`config.mk`:
```
export PLATFORM = sky130hd
export DESIGN_NAME = oam_dma
export DESIGN_NICKNAME = d
export VERILOG_FILES = /design/src/rtl/gb_mem_pkg.sv /design/src/rtl/oam_dma.sv
export SDC_FILE = /design/constraint.sdc
export NUM_CORES = 1
export LEC_CHECK = 0
export CORE_MARGIN = 2
export CORE_UTILIZATION = 38
export DETAILED_ROUTE_END_ITERATION = 10
export GPL_TIMING_DRIVEN = 1
export PLACE_DENSITY = 0.85
export SKIP_CTS_REPAIR_TIMING = 1
export SLEW_MARGIN = 5
export SYNTH_ARGS = -nofsm -noshare
export SYNTH_HDL_FRONTEND = slang
export SYNTH_SLANG_ARGS = --single-unit
```
`constraint.sdc`:
```
create_clock -name clock -period 2.55 [get_ports clock]
set_input_delay 0.51 -clock clock [delete_from_list [all_inputs] [get_ports clock]]
set_output_delay 0.51 -clock clock [all_outputs]
set_load 0.02 [all_outputs]
```
`src/rtl/gb_mem_pkg.sv`:
```
// Shared Game Boy memory-map constants and the OAM DMA state encoding.
// Also holds the echo-RAM fold used by the DMA source path.
package gb_mem_pkg;

    localparam logic [15:0] ADDR_DMA = 16'hFF46;
    localparam logic [15:0] ADDR_OAM = 16'hFE00;
    localparam int          OAM_LEN  = 160;

    typedef enum logic [1:0] {
        IDLE  = 2'd0,
        READ  = 2'd1,
        WRITE = 2'd2
    } dma_state_t;

    // Echo RAM (0xE000-0xFDFF) aliases WRAM 0x2000 lower.
    function automatic logic [7:0] fold_echo(input logic [7:0] hi);
        return (hi >= 8'hE0) ? (hi - 8'h20) : hi;
    endfunction

endpackage

```
`src/rtl/oam_dma.sv`:
```
// OAM DMA engine: a CPU write to the DMA register copies LEN bytes from
// {src_hi,8'h00} to DST_BASE, alternating one read cycle and one write cycle.
module oam_dma
    import gb_mem_pkg::*;
#(
    parameter logic [15:0] DMA_REG_ADDR = ADDR_DMA,
    parameter logic [15:0] DST_BASE     = ADDR_OAM,
    parameter int          LEN          = OAM_LEN
) (
    input  logic        clock,
    input  logic        reset,
    input  logic [15:0] cpu_addr,
    input  logic [7:0]  cpu_wdata,
    input  logic        cpu_we,
    input  logic        cpu_re,
    output logic [7:0]  reg_rdata,
    output logic        reg_rdata_oe,
    output logic        dma_active,
    output logic [15:0] mem_addr,
    output logic        mem_re,
    output logic        mem_we,
    output logic [7:0]  mem_wdata,
    output logic        mem_wdata_oe,
    input  logic [7:0]  mem_rdata
);

    localparam logic [8:0] LAST_IDX = 9'(LEN - 1);

    dma_state_t state_q, state_d;
    logic [7:0] count_q, count_d;
    logic [7:0] src_hi_q, src_hi_d;
    logic [7:0] byte_buf_q, byte_buf_d;

    logic trigger;
    logic last_byte;

    assign trigger   = cpu_we && (cpu_addr == DMA_REG_ADDR);
    assign last_byte = ({1'b0, count_q} == LAST_IDX);

    // NOTE: state registers use non-blocking assignments so every flop samples pre-edge values.
    always_ff @(posedge clock) begin
        if (reset) begin
            state_q    <= IDLE;
            count_q    <= 8'h00;
            src_hi_q   <= 8'h00;
            byte_buf_q <= 8'h00;
        end else begin
            state_q    <= state_d;
            count_q    <= count_d;
            src_hi_q   <= src_hi_d;
            byte_buf_q <= byte_buf_d;
        end
    end

    // NOTE: every next-state signal is defaulted first so no path can infer a latch.
    always_comb begin
        state_d    = state_q;
        count_d    = count_q;
        src_hi_d   = src_hi_q;
        byte_buf_d = byte_buf_q;

        unique case (state_q)
            READ: begin
                byte_buf_d = mem_rdata;
                state_d    = WRITE;
            end
            WRITE: begin
                if (last_byte) begin
                    state_d = IDLE;
                    count_d = 8'h00;
                end else begin
                    state_d = READ;
                    count_d = count_q + 8'd1;
                end
            end
            default: state_d = IDLE;
        endcase

        // A register write restarts from byte 0 whatever the engine was doing.
        if (trigger) begin
            src_hi_d = cpu_wdata;
            count_d  = 8'h00;
            state_d  = READ;
        end
    end

    always_comb begin
        dma_active   = 1'b0;
        mem_addr     = 16'h0000;
        mem_re       = 1'b0;
        mem_we       = 1'b0;
        mem_wdata    = 8'h00;
        mem_wdata_oe = 1'b0;

        unique case (state_q)
            READ: begin
                dma_active = 1'b1;
                mem_addr   = {fold_echo(src_hi_q), count_q};
                mem_re     = 1'b1;
            end
            WRITE: begin
                dma_active   = 1'b1;
                mem_addr     = DST_BASE + {8'h00, count_q};
                mem_we       = 1'b1;
                mem_wdata    = byte_buf_q;
                mem_wdata_oe = 1'b1;
            end
            default: ;
        endcase
    end

    assign reg_rdata    = src_hi_q;
    assign reg_rdata_oe = cpu_re && (cpu_addr == DMA_REG_ADDR);

endmodule
```
# Word level (Yosys, flattened, before mapping)
# Cells that the tools add are included.
[word_totals]
register_bits = 26
latch_bits = 0
ramBits = 0
romBits = 0
input_bits = 36
output_inout_bits = 37
wordCells = 27
mem_count = 0
[classes]
add_sub_neg = 3
multipliers = 0
div = 0
order_cmp = 1
n_eq_ne = 4
shifts = 0
mux = 10
n_bitwise = 0
n_reduce_logical = 4
[op_table]
columns = ["op", "n"]
rows = [
  ["16-bit case mux with 2 select lines", 1],
  ["8-bit two-way mux", 3],
  ["16-bit equality test (second input constant)", 1],
  ["10-bit by 9-bit adder with 11-bit output (first input constant)", 1],
  ["8-bit by 1-bit adder with 8-bit output (second input constant)", 1],
  ["8-bit equality test (second input constant)", 1],
  ["8-bit >= comparator (second input constant)", 1],
  ["8-bit by 6-bit subtractor with 8-bit output (second input constant)", 1],
  ["1-bit two-way mux", 5],
  ["2-bit case mux with 2 select lines", 1],
  ["2-bit OR reduction", 2],
  ["2-bit by 1-bit equality test with 1-bit output (second input constant)", 1],
  ["2-bit equality test (second input constant)", 1],
  ["1-bit logical AND", 2],
]

# Longest topological paths before layout
[logic_depth]
depth_word = 4
mapped_depth = 6
ltp_nobuf = 6

# Worst setup path before layout
# OpenSTA, ideal clock, no wires.
[synth_path]
kind = "input port to output port"
start = "in cpu_addr[0]"
end = "out reg_rdata_oe"
t_arrival_ns = 1.831
t_required_ns = 2.040
slack_ns = 0.209
cell_stages = 4
n_path_buf = 1
cell_sequence = "or4b_1 nor4_1 buf_2 and2_1"
[synth_via]
elab_chain_cells = 2
[synth_lines]
columns = ["element", "line_no", "rtl"]
rows = [
  ["start: declaration", "oam_dma.sv:12", "input logic [15:0] cpu_addr,"],
  ["16-bit equality test", "oam_dma.sv:113", "assign reg_rdata_oe = cpu_re && (cpu_addr == DMA_REG_ADDR);"],
  ["1-bit logical AND", "oam_dma.sv:113", ""],
  ["end: declaration", "oam_dma.sv:17", "output logic reg_rdata_oe,"],
]
# No other way between the ends.

# Final worst setup path
[layout_path]
start = "reg state_q[0]"
end = "out mem_addr[4]"
[layout_via]
elab_chain_cells = 2
word_cells_on_any_way = 3
classes_between = "2 x eq/ne; 1 x mux"
[layout_lines]
columns = ["element", "line_no", "rtl"]
rows = [
  ["start: declaration", "oam_dma.sv:29", "dma_state_t state_q, state_d;"],
  ["start signal: assignment", "oam_dma.sv:48", "state_q <= state_d;"],
  ["2-bit equality test or 2-bit by 1-bit equality test with 1-bit output (tied branches)", "oam_dma.sv:95", "unique case (state_q)"],
  ["16-bit case mux with 2 select lines *", "oam_dma.sv:95", ""],
  ["end: declaration", "oam_dma.sv:19", "output logic [15:0] mem_addr,"],
]
# Every way passes the cells marked *; elsewhere a longest branch is shown, timed or not.

==> metrics.md <==
| Metric | Value |
|---|---|
| Synth Instances | 159 |
| Worst path depth | 4 |
| Clk_lat worst skew | approximately 330 ps |
| Top-Level Pins | 73 |
| Core Util, Final | 0.662 |
| First-pass detailed-route iteration total | 4 |
| Unrepaired setup endpoints after global routing | no |
| Synth top cells by count | dfxtp_1, nor2_1, and2_1 |
| Die H | 63.4 µm |
| Area of the die | between 4000 and 5000 µm² |
| Filler Cell Count | 313 |
| Worst R2R Start | count_q[0] |
| Top cell type's share of synthesized area | 0.389 |
| Rel. slew slack | 0.683 |
| Seq/Total Area, Yosys | 0.389 |
| Vias/cell | 4.95 |
| CTS tree | built |
| P per Cell Area | between 300 and 400 nW/µm² |
| Worst Hold Class | register to register |
| Diodes inserted | 0 |
| Routed len/inst | about 13 µm |
| Post-synth EDFFs | 0 |
| Flop pwr share | 0.535 |
| Netlist cell types | 33 |
| Drt initial violations | between 50 and 60 |
| Die X | 63.4 µm |
| Core area | 3360 µm² |
| Routed Wire Length | 3520 µm |
| Slowest-stage cell, CP | clkdlybuf4s50_1 |
| Crit-path cells | inv_1 > ha_2 > nor3_1 > clkdlybuf4s50_1 |
| Port-buffer cells | 72 |
| Setup violators final | 0 |
| Drt drc | 0 |
| Vias | roughly 1400 |
| CP max stage delay | roughly 650 ps |
| GRT Overall Usage | 0.182 |
| GRT Residual Overflow | 0 |
| Net Sw Frac | 0.188 |
| DP Cell Count | between 200 and 300 |
| Maxcap violations | 0 |
| Crit path setup slack, layout | 71.3 ps |
| Synth Cell Area | about 1300 µm² |
| Min Tclk post-route | ~2500 ps |
| Critical Path AT | about 2000 ps |
| Total power | 0.000760 W |
| Synth area leader | dfxtp_1 |
| Nets | 274 |
| Main flop type after synthesis | dfxtp_1 |
| Comb power frac | 0.094 |
| Dominant cells by area after synthesis | dfxtp_1, and2_1, mux2i_1, nor2_1, ha_1 |
| F_max | 403 MHz |
| Pins over their slew limit | 0 |
| Worst vdd ir | 0.000205 V |
| Vias in the first global route | 1311 |
| FF+latch count, synth | 26 |
| Crit path required time | 2040 ps |
| Status | completed |
| R2R cell count | 5 |
| Fraction of registers with async set/reset | 0 |
| Row count | 21 |
| Net switching power | 0.000143 W |
| Final clock skew | 6.83 ps |
| CTS Buf Count | 3 |
| Syn avg cell area | 8.42 µm² |
| H-tree depth | 1 |
| Clock Root Buffer | clkbuf_4 |
| Initial core utilization | 0.398 |
| Pin count of the biggest net entering global routing | 26 |
| First-pass GRT wire length | between 5000 and 6000 µm |
| Cell family with most CP delay | buffers and inverters |
| Fin. Hold Viols | 0 |
| Period utilization | 0.972 |
| Placer Congestion | about 0.72 |
| Crit path launch | state_q[0] |
| Yosys warns | 0 |
| Int Pwr | 0.000617 W |
| DRT antenna net count | 0 |
| R2R Path End | count_q[0] |
| Worst setup SP type | register |
| Share of cells above drive strength 1 | 0.0944 |
| Crit path buf inv count | 2 |
| Initial antenna violation count | 0 |
| Clock Tree Buf Depth | 2 |
| Crit. End Element | output pin |
| Crit path max fanout | 7 |
| Post-DP HPWL | approximately 2600 µm |
| Post-Layout Cell Count | around 280 |
| Slew @ Worst Pin | 470 ps |
| DP Worst Slack | -513 ps |
| Leakage | around 0.97 nW |
| Synth-to-layout area growth | 66.3% |
| Leading cell type by number of instances after synthesis | dfxtp_1 |
| Clock power share | 0.372 |
| Clk sinks | 26 |
| R2R Setup Slk | 940 ps |
| Post-Syn Nets | 199 |
| Clock slew at reported path FFs | 140 ps |
| CP endpoint | mem_addr[4] |
| Crit Path Class | register to output pin |
## flip-flops by register name, indices dropped and copies added, names as in the netlist
register    cells
reg_rdata       8
state_q         2
byte_buf_q      8
count_q         8
## worst reg2reg max path, stage by stage, from the launching register on
cell	delay [ps]
dfxtp_1	400
ha_1	230
nand4_1	160
o41ai_1	430
mux2_2	240
nor3_1	40
## per-layer routing
metal | vias to the layer above | routed length (µm) | GRT usage
met5 | - | 0 | 0
met3 | 4 | 297 | 0.0482
met1 | 612 | 1490 | 0.206
met2 | 61 | 1680 | 0.321
li1 | 703 | - | -
met4 | 0 | 51 | 0.0734
## metrics by stage
stage | area, µm² | hold WS (ps) | setup TNS [ps]
global placement | 2130 | 464 | -527
global route | 2230 | 525 | 0
finish | 2230 | 496 | 0
CTS | 2190 | 498 | -2410
floorplan | 1340 | 452 | 0
detailed placement | 2130 | 477 | -513
## logic make-up (layout without fill, tap and decap cells)
family          after synthesis  count (layout)  synth area share
fa+ha+maj                     4               4            0.0374
compound gates               26              26             0.119
flops                        26              26             0.389
buf+inv                      17              91            0.0570
xor+xnor                      6               6            0.0393
simple gates                 70              70             0.283
mux                          10              10            0.0757
## layout make-up
cell class,instances,area (µm²),share of cell area
timing repair buffer,80,810,0.364
inverter,7,26.3,0.0118
multi-input combinational,116,757,0.340
sequential,26,523,0.235
clock buffer,3,22.5,0.0101
tap,46,57.6,0.0259
clock inverter,1,30.0,0.0135
## how the worst min path moves through the flow
stage / start / endpoint / slack (ps) / cells past startpoint
finish: reg_rdata[4] / reg_rdata[4] / 500 / 2
global route: reg_rdata[4] / reg_rdata[4] / 530 / 2
CTS: reg_rdata[4] / reg_rdata[4] / 500 / 2
detailed placement: byte_buf_q[4] / byte_buf_q[4] / 480 / 2
global placement: byte_buf_q[7] / byte_buf_q[7] / 460 / 2
floorplan: byte_buf_q[0] / byte_buf_q[0] / 450 / 2
## placed cells by master, fill, tap and decap left out, types with 2 or more instances in the layout
master,synthesis,layout
inv_1,7,7
nor3_1,6,6
dlymetal6s2s_1,0,12
a21oi_1,9,9
clkdlybuf4s50_1,0,59
o21ai_1,7,7
buf_4,1,7
mux2i_1,9,9
ha_1,4,3
nor2_1,19,18
and2_1,17,17
clkbuf_4,0,3
nand4_1,7,7
dfxtp_1,26,24
xnor2_1,3,3
o21a_1,4,4
nand3_1,10,10
dfxtp_2,0,2
nand2_1,3,3
a31oi_1,2,2
xor2_1,3,3
## power by group through the flow
stage	clock (W)	combinational [W]	sequential [W]
detailed placement	0	0.0000711	0.000415
floorplan	0	0.0000117	0.000415
finish	0.000282	0.0000711	0.000406
global route	0.000308	0.0000768	0.000407
CTS	0.000289	0.0000714	0.000406
global placement	0	0.0000705	0.000415
Note: power is estimated with default switching activity, not from simulation.
==> RTL edit 1: new RTL, config.mk and constraints unchanged <==
Register the input `cpu_addr` before use, with the module's reset. The logic sees it one clock later. The other inputs are not delayed to match.
--- a/src/rtl/oam_dma.sv
+++ b/src/rtl/oam_dma.sv
@@ -27,4 +27,14 @@
     localparam logic [8:0] LAST_IDX = 9'(LEN - 1);
 
+    logic [15:0] cpu_addr_q;
+
+    always_ff @(posedge clock) begin
+        if (reset) begin
+            cpu_addr_q <= '0;
+        end else begin
+            cpu_addr_q <= cpu_addr;
+        end
+    end
+
     dma_state_t state_q, state_d;
     logic [7:0] count_q, count_d;
@@ -35,5 +45,5 @@
     logic last_byte;
 
-    assign trigger   = cpu_we && (cpu_addr == DMA_REG_ADDR);
+    assign trigger   = cpu_we && (cpu_addr_q == DMA_REG_ADDR);
     assign last_byte = ({1'b0, count_q} == LAST_IDX);
 
@@ -111,5 +121,5 @@
 
     assign reg_rdata    = src_hi_q;
-    assign reg_rdata_oe = cpu_re && (cpu_addr == DMA_REG_ADDR);
+    assign reg_rdata_oe = cpu_re && (cpu_addr_q == DMA_REG_ADDR);
 
 endmodule
Formal check against the unedited RTL: not equivalent (Yosys sat finds a counterexample within 4 cycles, from zero or initial values and one cycle with reset high).
==> RTL edit 1 against the original RTL <==
- area after synthesis grew 33%
- combinational power grew 15%
- highest routed layer unchanged
- sequential share of layout area grew 7.9 points
- worst setup slack gained 0.020 ns
- sequential cell count grew 16
- total power grew 55%
- final area grew 20%
- non-clock buffer count shrank 2
- routed wire length grew 17%
==> RTL edit 1: results (changes against the original RTL) <==
global placer's final weighted congestion=0.7997 (+10%); 1st-iter DRT viols=41 (-24%); cts bufs inserted=5 (+2); RR Endpoint=count_q[3]; Worst R2R Path Depth=4 (-1); fraction of synthesized cell area in xor and xnor cells=2.962% (-0.96 points); fraction of the yosys area taken by sequential cells=47.39% (+8.5 points); top cells by count, synth=dfxtp_1, nor2_1, and2_1; clock latency at the later pin of the worst-skew pair=0.28 ns (-0.05 ns); run status=complete, no violations; Post-Syn Nets=239 (+20%); minimum setup slack among reg-to-reg paths=0.51 ns (-0.43 ns); cell types occupying the most area after synthesis=dfxtp_1, and2_1, mux2i_1, nor2b_1, nor2_1; worst setup path end=mem_addr[11]; leakage power total=1.018 nW (+4.8%); largest voltage drop on the vdd net=286.0 uV (+39%); number of global-route vias before repair=1483 (+13%); critical path data arrival time=1.95 ns (-0.02 ns); multi-input combinational cell area=877.1 um2 (+16%); number of fill cells in the layout=405 (+29%); maximum clock rate=406.7 MHz (+0.80%); synthesized-area fraction occupied by ao, oa, aoi and oai cells=6.982% (-4.9 points); adder and majority gate portion of the synthesized area=2.821% (-0.92 points); critical register-to-register path startpoint=cpu_addr_q[0]; Via density=4.908 (-0.77%); count of H-tree levels built during CTS=2 (+1); Final Routed Wirelength=4.105 mm (+17%); minimum setup slack after placement=0.1445 ns (+0.6573 ns); multiplexer share of the synthesized area=5.642% (-1.9 points); HPWL reported at the end of detailed placement=3.096 mm (+17%); wire length of the first global-routing pass=6.575 mm (+13%); cell at the root of the clock tree=clkbuf_8; number of nets in the layout=313 (+14%); total global-route track usage=15.94% (-2.2 points); clock transition at the registers of the reported paths=0.08 ns (-0.06 ns)
-- RTL edit 1: stage by stage --
step           instances  setup TNS, ns  utilization, %
2_1_floorplan        199              0               -
3_3_place_gp         318              0           57.94
5_1_grt              326              0           60.60
4_1_cts              326         -2.051           60.01
3_5_place_dp         318              0           57.94
6_report             326              0           60.60
-- RTL edit 1: critical path, stage by stage, from the launching register on --
cell and delay, ns:
dfxtp_1 0.35, inv_1 0.05, ha_2 0.30, inv_1 0.11
o21ai_2 0.13, nor2_1 0.13, clkdlybuf4s50_1 0.60
-- RTL edit 1: how the worst min path moves through the flow --
stage | cells past startpoint | slack, ns | from | to
after global routing | 2 | 0.53 | reg_rdata[0] | reg_rdata[0]
after global placement | 2 | 0.46 | byte_buf_q[6] | byte_buf_q[6]
after floorplan | 2 | 0.45 | byte_buf_q[0] | byte_buf_q[0]
after CTS | 2 | 0.50 | byte_buf_q[7] | byte_buf_q[7]
final | 2 | 0.49 | byte_buf_q[7] | byte_buf_q[7]
after detailed placement | 2 | 0.48 | byte_buf_q[7] | byte_buf_q[7]
-- RTL edit 1: power breakdown --
part / total (mW) / leakage (nW) / internal (mW) / switching [mW]
logic: 0.0821 / 0.627 / 0.0568 / 0.0253
registers: 0.672 / 0.343 / 0.669 / 0.00303
clock network: 0.422 / 0.0482 / 0.218 / 0.204
total: 1.18 / 1.02 / 0.944 / 0.232
-- RTL edit 1: area by class of cell --
cell class | count | share of cell area, %
Clock buffer | 7 | 3.227
Tap cell | 52 | 2.432
Timing Repair Buffer | 78 | 29.09
Multi-Input combinational cell | 140 | 32.79
Sequential cell | 42 | 31.43
Inverter | 6 | 0.8419
Clock inverter | 1 | 0.1871
-- RTL edit 1: logic make-up (layout without fill, tap and decap cells) --
family | after synthesis | after routing
XOR/XNOR | 6 | 6
multiplexers | 10 | 10
buffers and inverters | 17 | 92
flip-flops | 42 | 42
adder cells (fa/ha/maj) | 4 | 4
AND/OR/NAND/NOR | 97 | 97
AO/OA/AOI/OAI | 23 | 23
-- RTL edit 1: metal layers --
layer / vias up / routed length, um / global-route usage [%]
li1: 811 / - / -
met4: 0 / 36 / 4.822
met5: - / 0 / 0
met1: 722 / 1659 / 18.10
met3: 6 / 297 / 4.028
met2: 61 / 2112 / 29.15
==> RTL edit 2: new RTL, config.mk and constraints unchanged <==
Made on the original files. The package constant `OAM_LEN` goes from 160 to 128.
--- a/src/rtl/gb_mem_pkg.sv
+++ b/src/rtl/gb_mem_pkg.sv
@@ -5,5 +5,5 @@
     localparam logic [15:0] ADDR_DMA = 16'hFF46;
     localparam logic [15:0] ADDR_OAM = 16'hFE00;
-    localparam int          OAM_LEN  = 160;
+    localparam int          OAM_LEN  = 128;
 
     typedef enum logic [1:0] {
Function: no difference found for any inputs over 10 cycles, from zero or initial values and one cycle with reset high; that may be too few to reach the edited logic, so the function may still have changed.
==> RTL edit 2 against the original RTL <==
- global-route usage increased by 0.37 points
- total power fell by 15%
- first-iteration DRC count down 20%
- synthesized cell count unchanged
- routed wire length increased by 4.7%
- via count is 2.8% higher
- final area rose by 0.73%
- critical path type is now in -> out
- worst setup slack worse by 0.26 ns
- area after synthesis grew 0.65%
- the flow now finishes with violations (negative setup slack)
- non-clock buffer count up 4
- sequential cell count unchanged
==> RTL edit 2: results (changes against the original RTL) <==
count of H-tree levels built during CTS=1 (unchanged); share of async-settable or async-resettable flops after synthesis=0% (unchanged); antenna fix cells=0 (unchanged); Post-Syn Nets=199 (unchanged); critical path data arrival time=2.23 ns (+0.26 ns); critical-path maximum fanout=2 (-5); via count of the routed design=1419 (+2.8%); Yosys Warn Count=0 (unchanged); HP Class=reg -> reg; Placed Instance Area=0.002175 mm2 (+1.9%); number of standard cells after synthesis=159 (unchanged); layout cell share with drive strength beyond 1=9.787% (+0.35 points); violated checks=negative setup slack; minimum setup slack among reg-to-reg paths=0.72 ns (-0.22 ns); cell types occupying the most area after synthesis=dfxtp_1, and2_1, mux2i_1, nor2_1, ha_1; average wire length per cell after detail routing=13.12 um (+4.0%); maximum number of buffers from clock root to sink=2 (unchanged); number of nets in the layout=277 (+1.1%); Final Routed Wirelength=3.687 mm (+4.7%); initial antenna violation count=0 (unchanged); number of global-route vias before repair=1340 (+2.2%); worst slack on hold paths=0.5069 ns (+0.01119 ns); ys flop type=dfxtp_1; setup total negative slack=-0.1886 ns (-0.1886 ns); fraction of the yosys area taken by sequential cells=38.63% (-0.25 points); leakage power total=1.042 nW (+7.3%); total setup violations reported at the end of the flow=1 (+1); pin slew with the least headroom to its limit=0.4809 ns (+0.01130 ns); global placer's final weighted congestion=0.7983 (+10%); cell at the root of the clock tree=clkbuf_4; Worst Setup Slack, final=-0.1886 ns (-0.2599 ns); 1st-iter DRT viols=43 (-20%); total global-route track usage=18.54% (+0.37 points); minimum setup slack after placement=-0.6756 ns (-0.1628 ns); run status=finished, violations left; library cells used by synthesis=33 (unchanged); cts bufs inserted=3 (unchanged); largest voltage drop on the vdd net=192.2 uV (-6.3%); clock latency at the later pin of the worst-skew pair=0.31 ns (-0.02 ns); wire length of the first global-routing pass=6.072 mm (+4.4%); top cells by count, synth=dfxtp_1, and2_1, nor2_1; Port Buf Inserts=72 (unchanged); number of iterations in the first detailed-routing pass=4 (unchanged); final clock skew=0.008513 ns (+0.001684 ns); HPWL reported at the end of detailed placement=2.825 mm (+6.8%); largest net degree at the start of global routing=24 (-7.7%); clock transition at the registers of the reported paths=0.13 ns
[RTL edit 2: power breakdown]
part / switching, mW / internal [mW]
clock: 0.109 / 0.0552
combinational: 0.0200 / 0.0521
sequential: 0.00000149 / 0.406
[RTL edit 2: cells by family after synthesis]
| family | synth area share, % |
|---|---|
| AO/OA/AOI/OAI | 11.70 |
| XOR/XNOR | 3.250 |
| adder cells (fa/ha/maj) | 3.714 |
| buffers and inverters | 5.943 |
| flip-flops | 38.63 |
| multiplexers | 7.521 |
| AND/OR/NAND/NOR | 29.25 |
[RTL edit 2: final cells by class]
class	instances	area (um2)
tap	46	57.56
clock buffer	3	22.52
timing repair buffer	84	859.6
fill	296	1121
multi-input combinational	115	753.2
inverter	7	26.28
sequential	26	523.0
[RTL edit 2: path summary, 6_finish.rpt]
path / startpoint / end / cells past startpoint
setup reg to reg: state_q[0] / count_q[7] / 6
hold reg to reg: byte_buf_q[0] / byte_buf_q[0] / 2
hold / removal: byte_buf_q[0] / byte_buf_q[0] / 2
setup / recovery: cpu_addr[0] / reg_rdata_oe / 5
[RTL edit 2: metal layers]
metal | up-vias | track usage (%) | routed length, um | share of wire [%]
met5 | - | 0 | 0 | 0
met4 | 0 | 6.522 | 41 | 1.1
met3 | 4 | 3.036 | 223 | 6.0
met2 | 59 | 32.24 | 1842 | 50
met1 | 649 | 23.01 | 1579 | 43
li1 | 707 | - | - | -
[RTL edit 2: worst max-delay path, cell delays in order]
cell and delay (ns):
clkdlybuf4s50_1 0.40, or4b_4 0.54, or4_4 0.55, nor2_2 0.11
buf_6 0.12
